<file path="config.mk">
export PLATFORM = sky130hd
export DESIGN_NAME = sram_arbiter
export DESIGN_NICKNAME = d
export VERILOG_FILES = /design/src/rtl/sram_arb_pkg.sv /design/src/rtl/sram_arb_rr_pick.sv /design/src/rtl/sram_arbiter.sv
export SDC_FILE = /design/constraint.sdc
export NUM_CORES = 1
export LEC_CHECK = 0
export ABC_AREA = 1
export CAP_MARGIN = 40
export CORE_UTILIZATION = 44
export DETAILED_ROUTE_END_ITERATION = 16
export PLACE_DENSITY = 0.92
export SYNTH_ARGS = -nofsm -noshare
export SYNTH_HDL_FRONTEND = slang
export SYNTH_SLANG_ARGS = --single-unit
</file>
<file path="constraint.sdc">
create_clock -name Clock -period 3.1 [get_ports Clock]
set_input_delay 0.62 -clock Clock [delete_from_list [all_inputs] [get_ports Clock]]
set_output_delay 0.62 -clock Clock [all_outputs]
set_load 0.005 [all_outputs]
</file>
<file path="src/rtl/sram_arb_pkg.sv">
// Shared types and constants for the SRAM port arbiter.
package sram_arb_pkg;

   // What the SRAM port did on the previous clock
   typedef enum logic [1:0] {
      S_IDLE,
      S_READ,
      S_WRITE,
      S_TURN
   } state_t;

   // Requester indices; index 0 is the real-time VGA fetch port
   localparam int REQ_VGA  = 0;
   localparam int REQ_UART = 1;
   localparam int REQ_M1   = 2;

   // Requester id width, wide enough for up to four requesters
   localparam int ID_W = 2;

   // One entry of the read-return tag pipeline
   typedef struct packed {
      logic            valid;
      logic [ID_W-1:0] id;
   } rd_tag_t;

endpackage

</file>
<file path="src/rtl/sram_arb_rr_pick.sv">
// Round-robin picker: starting at the rr pointer, returns the first
// asserted request among indices 1..NUM_REQ-1 as a one-hot vector.
// Index 0 is never picked; it is handled by strict priority in the top.
module sram_arb_rr_pick #(
   parameter int NUM_REQ = 3,
   parameter int PTR_W   = 2
) (
   input  logic [NUM_REQ-1:0] req,
   input  logic [PTR_W-1:0]   rr,
   output logic [NUM_REQ-1:0] pick
);

   localparam logic [NUM_REQ-1:0] ONE = NUM_REQ'(1);

   // Scan from farthest to nearest so the candidate closest to rr wins
   always_comb begin
      int base;
      int idx;
      logic [NUM_REQ-1:0] cand;
      pick = '0;
      base = (rr == '0) ? 0 : int'(rr) - 1;
      idx  = 1;
      cand = '0;
      for (int k = NUM_REQ - 2; k >= 0; k--) begin
         idx  = ((base + k) % (NUM_REQ - 1)) + 1;
         cand = ONE << idx;
         if ((req & cand) != '0) begin
            pick = cand;
         end
      end
   end

endmodule

</file>
<file path="src/rtl/sram_arbiter.sv">
// Arbiter for the single external SRAM port. Requester 0 (VGA) has strict
// priority, the others share by round-robin. One access per clock, with a
// one-cycle bubble when a read follows a write. Read data is routed back to
// its requester by a tag pipeline.
// Optional build macro SRAM_ARB_STATS_EN adds per-requester grant and stall
// counters (saturating, 16 bits each).
module sram_arbiter
   import sram_arb_pkg::*;
#(
   parameter int NUM_REQ      = 3,
   parameter int ADDR_W       = 18,
   parameter int DATA_W       = 16,
   parameter int READ_LATENCY = 2
) (
   input  logic                           Clock,
   input  logic                           Resetn,
   input  logic [NUM_REQ-1:0]             req,
   input  logic [NUM_REQ-1:0]             req_we,
   input  logic [NUM_REQ-1:0][ADDR_W-1:0] req_addr,
   input  logic [NUM_REQ-1:0][DATA_W-1:0] req_wdata,
   output logic [NUM_REQ-1:0]             gnt,
   output logic [NUM_REQ-1:0]             rd_valid,
   output logic [DATA_W-1:0]              rd_data,
   output logic [ADDR_W-1:0]              SRAM_address,
   output logic [DATA_W-1:0]              SRAM_write_data,
   output logic                           SRAM_we_n,
   input  logic [DATA_W-1:0]              SRAM_read_data,
   output logic                           busy
`ifdef SRAM_ARB_STATS_EN
   ,
   output logic [NUM_REQ-1:0][15:0]       grant_count,
   output logic [NUM_REQ-1:0][15:0]       stall_count
`endif
);

   localparam int PTR_W = $clog2(NUM_REQ);
   localparam logic [NUM_REQ-1:0] ONE = NUM_REQ'(1);

   state_t             state;
   logic [PTR_W-1:0]   rr;
   rd_tag_t            tag_pipe [READ_LATENCY+1];
   logic [NUM_REQ-1:0] rr_pick;
   logic [NUM_REQ-1:0] win;
   logic [ID_W-1:0]    win_id;
   logic               win_read;
   logic               bubble;

   sram_arb_rr_pick #(
      .NUM_REQ(NUM_REQ),
      .PTR_W  (PTR_W)
   ) u_rr_pick (
      .req ({req[NUM_REQ-1:1], 1'b0}),
      .rr  (rr),
      .pick(rr_pick)
   );

   assign win = req[REQ_VGA] ? ONE : rr_pick;

   // Encode the winner and note whether it wants a read
   always_comb begin
      win_id   = '0;
      win_read = 1'b0;
      for (int i = 0; i < NUM_REQ; i++) begin
         if (win[i]) begin
            win_id   = ID_W'(i);
            win_read = ~req_we[i];
         end
      end
   end

   assign bubble = (state == S_WRITE) && (win != '0) && win_read;

   // Grant the winner unless in reset or inserting the write-to-read bubble
   always_comb begin
      gnt = '0;
      if (Resetn && !bubble) begin
         gnt = win;
      end
   end

   // Port FSM: register the granted access and advance the rr pointer
   always_ff @(posedge Clock or negedge Resetn) begin
      if (!Resetn) begin
         state           <= S_IDLE;
         rr              <= PTR_W'(REQ_UART);
         SRAM_address    <= '0;
         SRAM_write_data <= '0;
         SRAM_we_n       <= 1'b1;
      end else if (bubble) begin
         state     <= S_TURN;
         SRAM_we_n <= 1'b1;
      end else if (gnt != '0) begin
         state           <= win_read ? S_READ : S_WRITE;
         SRAM_address    <= req_addr[win_id];
         SRAM_write_data <= req_wdata[win_id];
         SRAM_we_n       <= win_read;
         if (!gnt[REQ_VGA]) begin
            rr <= (win_id == ID_W'(NUM_REQ - 1)) ? PTR_W'(REQ_UART)
                                                  : PTR_W'(win_id + ID_W'(1));
         end
      end else begin
         state     <= S_IDLE;
         SRAM_we_n <= 1'b1;
      end
   end

   // Tag pipeline follows each read to its return slot; capture data alongside
   always_ff @(posedge Clock or negedge Resetn) begin
      if (!Resetn) begin
         for (int i = 0; i <= READ_LATENCY; i++) begin
            tag_pipe[i] <= '0;
         end
         rd_data <= '0;
      end else begin
         tag_pipe[0].valid <= (gnt != '0) && win_read;
         tag_pipe[0].id    <= win_id;
         for (int i = 1; i <= READ_LATENCY; i++) begin
            tag_pipe[i] <= tag_pipe[i-1];
         end
         if (tag_pipe[READ_LATENCY-1].valid) begin
            rd_data <= SRAM_read_data;
         end
      end
   end

   // Decode the last tag stage into the one-hot return strobe
   always_comb begin
      for (int i = 0; i < NUM_REQ; i++) begin
         rd_valid[i] = tag_pipe[READ_LATENCY].valid &&
                       (tag_pipe[READ_LATENCY].id == ID_W'(i));
      end
   end

   // Busy while granting or while a read is still on its way back
   always_comb begin
      busy = (gnt != '0);
      for (int i = 0; i < READ_LATENCY; i++) begin
         if (tag_pipe[i].valid) begin
            busy = 1'b1;
         end
      end
   end

`ifdef SRAM_ARB_STATS_EN
   // Saturating per-requester grant and stall counters
   always_ff @(posedge Clock or negedge Resetn) begin
      if (!Resetn) begin
         grant_count <= '0;
         stall_count <= '0;
      end else begin
         for (int i = 0; i < NUM_REQ; i++) begin
            if (gnt[i] && (grant_count[i] != 16'hFFFF)) begin
               grant_count[i] <= grant_count[i] + 16'd1;
            end
            if (req[i] && !gnt[i] && (stall_count[i] != 16'hFFFF)) begin
               stall_count[i] <= stall_count[i] + 16'd1;
            end
         end
      end
   end
`endif

endmodule

</file>
==> metrics, run 1 <==
number of flops mapped to enable cells by yosys 0; Die Footprint 8740 sq um; drt total wl 9.76 mm; Clock Path Buffers 2; setup TNS 0 ps; Final setup viols 0; top cell type by total area after synthesis dfrtp_1; Yosys reg bits 64; Netlist cell types 25; skew final about 8.5 ps; Avg Inst Size Synth 7.53 sq um; count of final hold-check violations 0; Routed wire per std cell approximately 13 um; worst slew pin tran between 800 and 900 ps; Reg2Reg Depth 9; CP required between 2000 and 2500 ps; Crit Reg-Reg Startpoint rr[0]; reg2reg end SRAM_write_data[14]; Synth Flop Type dfrtp_1; Setup CP Type in -> out; CP Capture Type output port; total core area just over 8000 sq um; Root Buffer clkbuf_8; share of cells above drive strength 1 12.2%; RSZ-0062 raised after global routing no; Die Ht about 93 um; PortBufs between 150 and 200; H-tree depth 3; vias about 3,700; Mapped Area 3680 sq um; Crit-path slowest cell clkdlybuf4s50_1; Arrival @ worst endpoint around 2400 ps; drt via density ~4.7; worst skew pair latency 330 ps; Fillers 653; most frequent cell after synthesis nand2_1; Post-route DRC 0; period utilization 97.4%; Starting Density between 40% and 50%; Max Slew Vio Count 0; grt ovf 0; Die W around 93 um; slowest stage delay, CP 520 ps; Num CTS Buffers 9; synth cell count leaders nand2_1, inv_1, dfrtp_1; Area contributors post-synth dfrtp_1, nand2_1, inv_1; Worst Hold Class in -> async; CTS tree done; # diodes 0; final net count 795; final total power between 2000 and 3000 uW; pre-CTS setup slack about 110 ps; first-pass GRT wire length about 16 mm; area of the multi-input gates between 1000 and 1500 sq um; Hold Buf Count CTS 0; CP delay by family, top buffers and inverters; f_max 331 MHz; share of the synthesized area in the top cell type 42.1%; Mapped Nets 615; synth warn 0; pwr dens between 400 and 500 nW/um^2; Ports ~180; R2R Setup Slk 920 ps; number of max-cap violations 0; cells after synthesis around 490; Setup WS post-layout 81.5 ps; fin crit period 3020 ps; outcome completed; initial drt markers 79; Rows 33; VDD IR-drop max 0.234 mV; DRT Pass-1 Iters 4; Area Overhead vs Synth 55.3%; Buf+Inv Stages, Crit Path 2; clk slew on worst S/H paths 60 ps; dpl cells 763; Finished Layout Cells 779; Pleak 0.00297 uW; routability cong. ~0.8; sequential fraction of the synthesis area 43.6%; fin util approximately 70%; clock sink count 64; antenna violations before repair 0; GRT Total Usage between 20% and 30%; CP Launch Type primary input; Rel. slew slack 44.0%; # resized after CTS 0; vias in the first global route 3,639; post-CTS setup buffer count 0; worst-path fanout max 6; post-route ant nets 0; DP Wirelength between 7 and 8 mm; ys async rst share 100%; largest net degree at the start of global routing 71; Reg area roughly 1600 sq um; Critical Path, Cell by Cell clkdlybuf4s50_1 > nand3_1 > nand3_1 > nand3_4 > nand2_4 > nand2_1 > nor2_1 > clkdlybuf4s50_1
[cell type report]
type	instances	share of cell area (%)
inverters	116	7.61
multi-input cells	288	25.9
well taps	105	2.30
repair buffers	190	32.9
clock buffers	10	2.23
flip-flops and latches	64	28.1
clock inverters	6	1.05
[sequential cells by signal, summed over array words and instances, names as in the netlist]
name             flops
rd_data             16
state                2
rr                   2
SRAM_we_n            1
SRAM_write_data     16
tag_pipe             9
SRAM_address        18
[how the worst max path moves through the flow]
stage,slack (ps),endpoint,startpoint,cells past startpoint
2_1_floorplan,1000,busy,req[1],8
3_3_place_gp,190,gnt[2],req[0],8
3_5_place_dp,110,gnt[1],req[2],8
4_1_cts,100,gnt[1],req[2],8
5_1_grt,3,gnt[2],req[2],8
6_report,80,gnt[2],req[2],8
[metrics by stage]
stage	area (sq um)	hold slack (ps)
detailed placement	5530	339
global placement	5530	331
CTS	5720	161
finish	5720	175
global route	5720	152
floorplan	3680	324
[kinds of logic after synthesis]
kind of cell | count (synthesis) | share of synthesized area [%]
simple gates | 236 | 27.1
buf+inv | 137 | 16.2
flops | 64 | 43.6
compound gates | 36 | 8.19
mux | 16 | 4.89
[cells in the final DEF (no fill, tap or decap)]
master           count
nand4_1              2
nand3_4              2
nor3b_1              1
o21ai_2             32
or2_1                2
inv_2                3
dfstp_2              2
a31oi_1              1
nand2_4              1
clkdlybuf4s50_1    182
nand2_2              2
clkbuf_1             1
dfrtp_1             62
clkinv_2             3
nor3_1               1
mux2_2              16
and2_0               1
clkbuf_8             9
nand3_2              1
nor2_1               7
inv_1              113
buf_2                1
clkinvlp_4           2
o21ai_1              3
bufinv_16            1
nand3_1             37
buf_4                7
nand2_1            178
and3_1               1
[report_power, final]
part	leakage (uW)	switching, uW	internal, uW
Sequential	0.000783	83.3	997
Combinational	0.00210	368	557
Clock	0.0000920	309	367
Total	0.00297	760	1920
[routing by layer]
metal / track usage (%) / routed length [um] / vias to the layer above
met4: 9.87 / 255 / 0
met5: 0 / 0 / -
met2: 44.4 / 5170 / 134
met1: 24.5 / 3670 / 1700
met3: 5.69 / 662 / 28
li1: - / - / 1802
Power figures use the tool's default switching activity.
==> run 2, diff against run 1 <==
--- a/config.mk
+++ b/config.mk
@@ -9,6 +9,7 @@
 export CAP_MARGIN = 40
 export CORE_UTILIZATION = 44
 export DETAILED_ROUTE_END_ITERATION = 16
+export GPL_TIMING_DRIVEN = 1
 export PLACE_DENSITY = 0.92
 export SYNTH_ARGS = -nofsm -noshare
 export SYNTH_HDL_FRONTEND = slang
==> results of run 2 <==
Same layout as run 1: the final DEF is identical, and so are final timing and power.
==> RTL change (config.mk and constraints of run 2) <==
Set the parameter `READ_LATENCY` to 4 (it was 2).
--- a/src/rtl/sram_arbiter.sv
+++ b/src/rtl/sram_arbiter.sv
@@ -10,7 +10,7 @@
    parameter int NUM_REQ      = 3,
    parameter int ADDR_W       = 18,
    parameter int DATA_W       = 16,
-   parameter int READ_LATENCY = 2
+   parameter int READ_LATENCY = 4
 ) (
    input  logic                           Clock,
    input  logic                           Resetn,
Formal check against the unedited RTL: not equivalent (Yosys sat finds a counterexample within 4 cycles, from zero or initial values and one cycle with Resetn low).
==> RTL change against run 2 <==
  * Cell area shrank 1.8%
  * Sequential power grew 8%
  * Count of clock-buffer cells in the layout shrank 1
  * Wire length shrank 0.11%
  * Setup slack gained 44 ps
  * Synthesized area shrank 4.9%
  * Die area shrank 4.8%
  * Global-route usage grew 0.72 points
  * Total power grew 7.4%
  * Sequential cell count grew 6
  * Critical path depth grew 2
  * Non-clock buffer count shrank 1
  * Clock power grew 22%
  * Largest cell class unchanged
==> RTL change: results <==
group,metric,value,unit
synthesis,yosysWarningCount,0,
drt,routed_wl,9740,um
synthesis,netlist_top_cells_area,"dfrtp_1 49%, nand2_1 12%, o21a_1 7.3%",
critical_path,startpoint,"req[2]",
finish,drive_gt1_frac,0.0919,
clocking,insertion_delay,340,ps
drt,via_count,3344,
hold_path,hold_class,"in2async",
synthesis,syn-num-nets,521,
place,post-dp-hpwl,7090,um
grt,grt_pass1_vias,3422,
synthesis,ys_seq_area_frac,0.501,
critical_path,cp_slowest_cell,"clkdlybuf4s50_1",
critical_path,cp_top_family,"buffers and inverters",
grt,grt_pass1_wl,15700,um
place,post_dp_cell_area,5380,um^2
grt,grt_max_degree,69,
critical_path,crit-reg2reg-launch,"rr[0]",
clocking,cts-root-buf,"clkbuf_8",
clocking,post_cts_buffers,0,
place,dp_cells,663,
power,ir_drop,304,uV
place,gp_congestion,0.896,
synthesis,synth_compound_area_frac,0.196,
grt,grt_usage,0.242,
clocking,cts_made_buffers,9,
power,p_leak,2.57,nW
synthesis,synth_mux_area_frac,0.0514,
synthesis,synth-main-ff-cell,"dfrtp_1",
critical_path,crit_path_max_incr_delay,520,ps
timing,skew,7.96,ps
run_status,outcome,"finished clean",
clocking,h-tree-depth,3,
finish,reg_top3,"SRAM_address x18, SRAM_write_data x16, rd_data x16",
synthesis,synth_cell_types,30,
critical_path,rrSetupSlack,1130,ps
finish,nets,698,
drt,viasPerCell,4.92,
drt,drt_pass1_iterations,5,
place,port_buffers,183,
synthesis,synthArstFlopShare,1.00,
synthesis,synthTopCellsByCount,"112 x nand2_1, 68 x dfrtp_1, 43 x inv_1, 34 x o21a_1, 32 x a21boi_0",
synthesis,yosys.area_share.xor_xnor,0,
clocking,clkTransAtPathRegs,80,ps
critical_path,worstRegToRegCells,11,
synthesis,synth-adder-area-share,0,
drt,drt-initial-drc-count,94,
finish,nFillCells,552,
timing,tightest_slew,681,ps
finish,diodes,0,
clocking,cts_resized,0,
critical_path,r2r-end,"SRAM_write_data[4]",
critical_path,arrival,2350,ps
critical_path,crit_path_end,"gnt[1]",
critical_path,cp_max_fo,7,
clocking,cts_max_path_buffers,2,
synthesis,avgSynthCellArea,8.87,um^2
RTL change: changes by cell type after synthesis, sizes merged, moves of 4 or more:
cell,delta
inv,-70
o21a,+34
a21boi,+33
dfrtp,+6
buf,-4
nand3,-35
nand2,-64
clkbuf,+6
RTL change: final cells by class:
type / instances / area (um^2) / share of cell area
repair buffers: 189 / 1870 / 0.334
flip-flops and latches: 70 / 1750 / 0.312
multi-input cells: 256 / 1460 / 0.259
inverters: 46 / 173 / 0.0308
well taps: 102 / 128 / 0.0227
clock buffers: 9 / 124 / 0.0221
clock inverters: 7 / 106 / 0.0189
RTL change: per-layer routing:
layer / vias up / global-route usage / routed length (um)
li1: 1623 / - / -
met1: 1566 / 0.265 / 3830
met2: 129 / 0.443 / 5120
met3: 26 / 0.0486 / 501
met4: 0 / 0.118 / 299
met5: - / 0 / 0
RTL change: kinds of logic after synthesis:
logic type,count (synthesis)
and+or+nand+nor,137
AOI/OAI and AO/OA,103
DFF,70
buffers and inverters,69
muxes,16
RTL change: how the worst min path moves through the flow:
stage / endpoint / slack [ps] / depth (start not counted)
after global routing: rd_data[7] / 170 / 1
after floorplan: SRAM_address[0] / 320 / 0
final: rd_data[7] / 170 / 1
after global placement: tag_pipe[10] / 330 / 0
after detailed placement: tag_pipe[9] / 330 / 0
after CTS: rd_data[12] / 170 / 1
RTL change: power by group:
| group | switching, mW | total [mW] | internal [mW] |
|---|---|---|---|
| registers | 0.0882 | 1.17 | 1.09 |
| logic | 0.327 | 0.879 | 0.552 |
| clock network | 0.361 | 0.827 | 0.465 |
RTL change: metrics by stage:
stage / hold WS, ps / worst slack [ps]
6_report: 174 / 126
5_1_grt: 175 / 28.1
4_1_cts: 167 / 126
3_5_place_dp: 335 / 122
3_3_place_gp: 332 / 204
2_1_floorplan: 324 / 1010
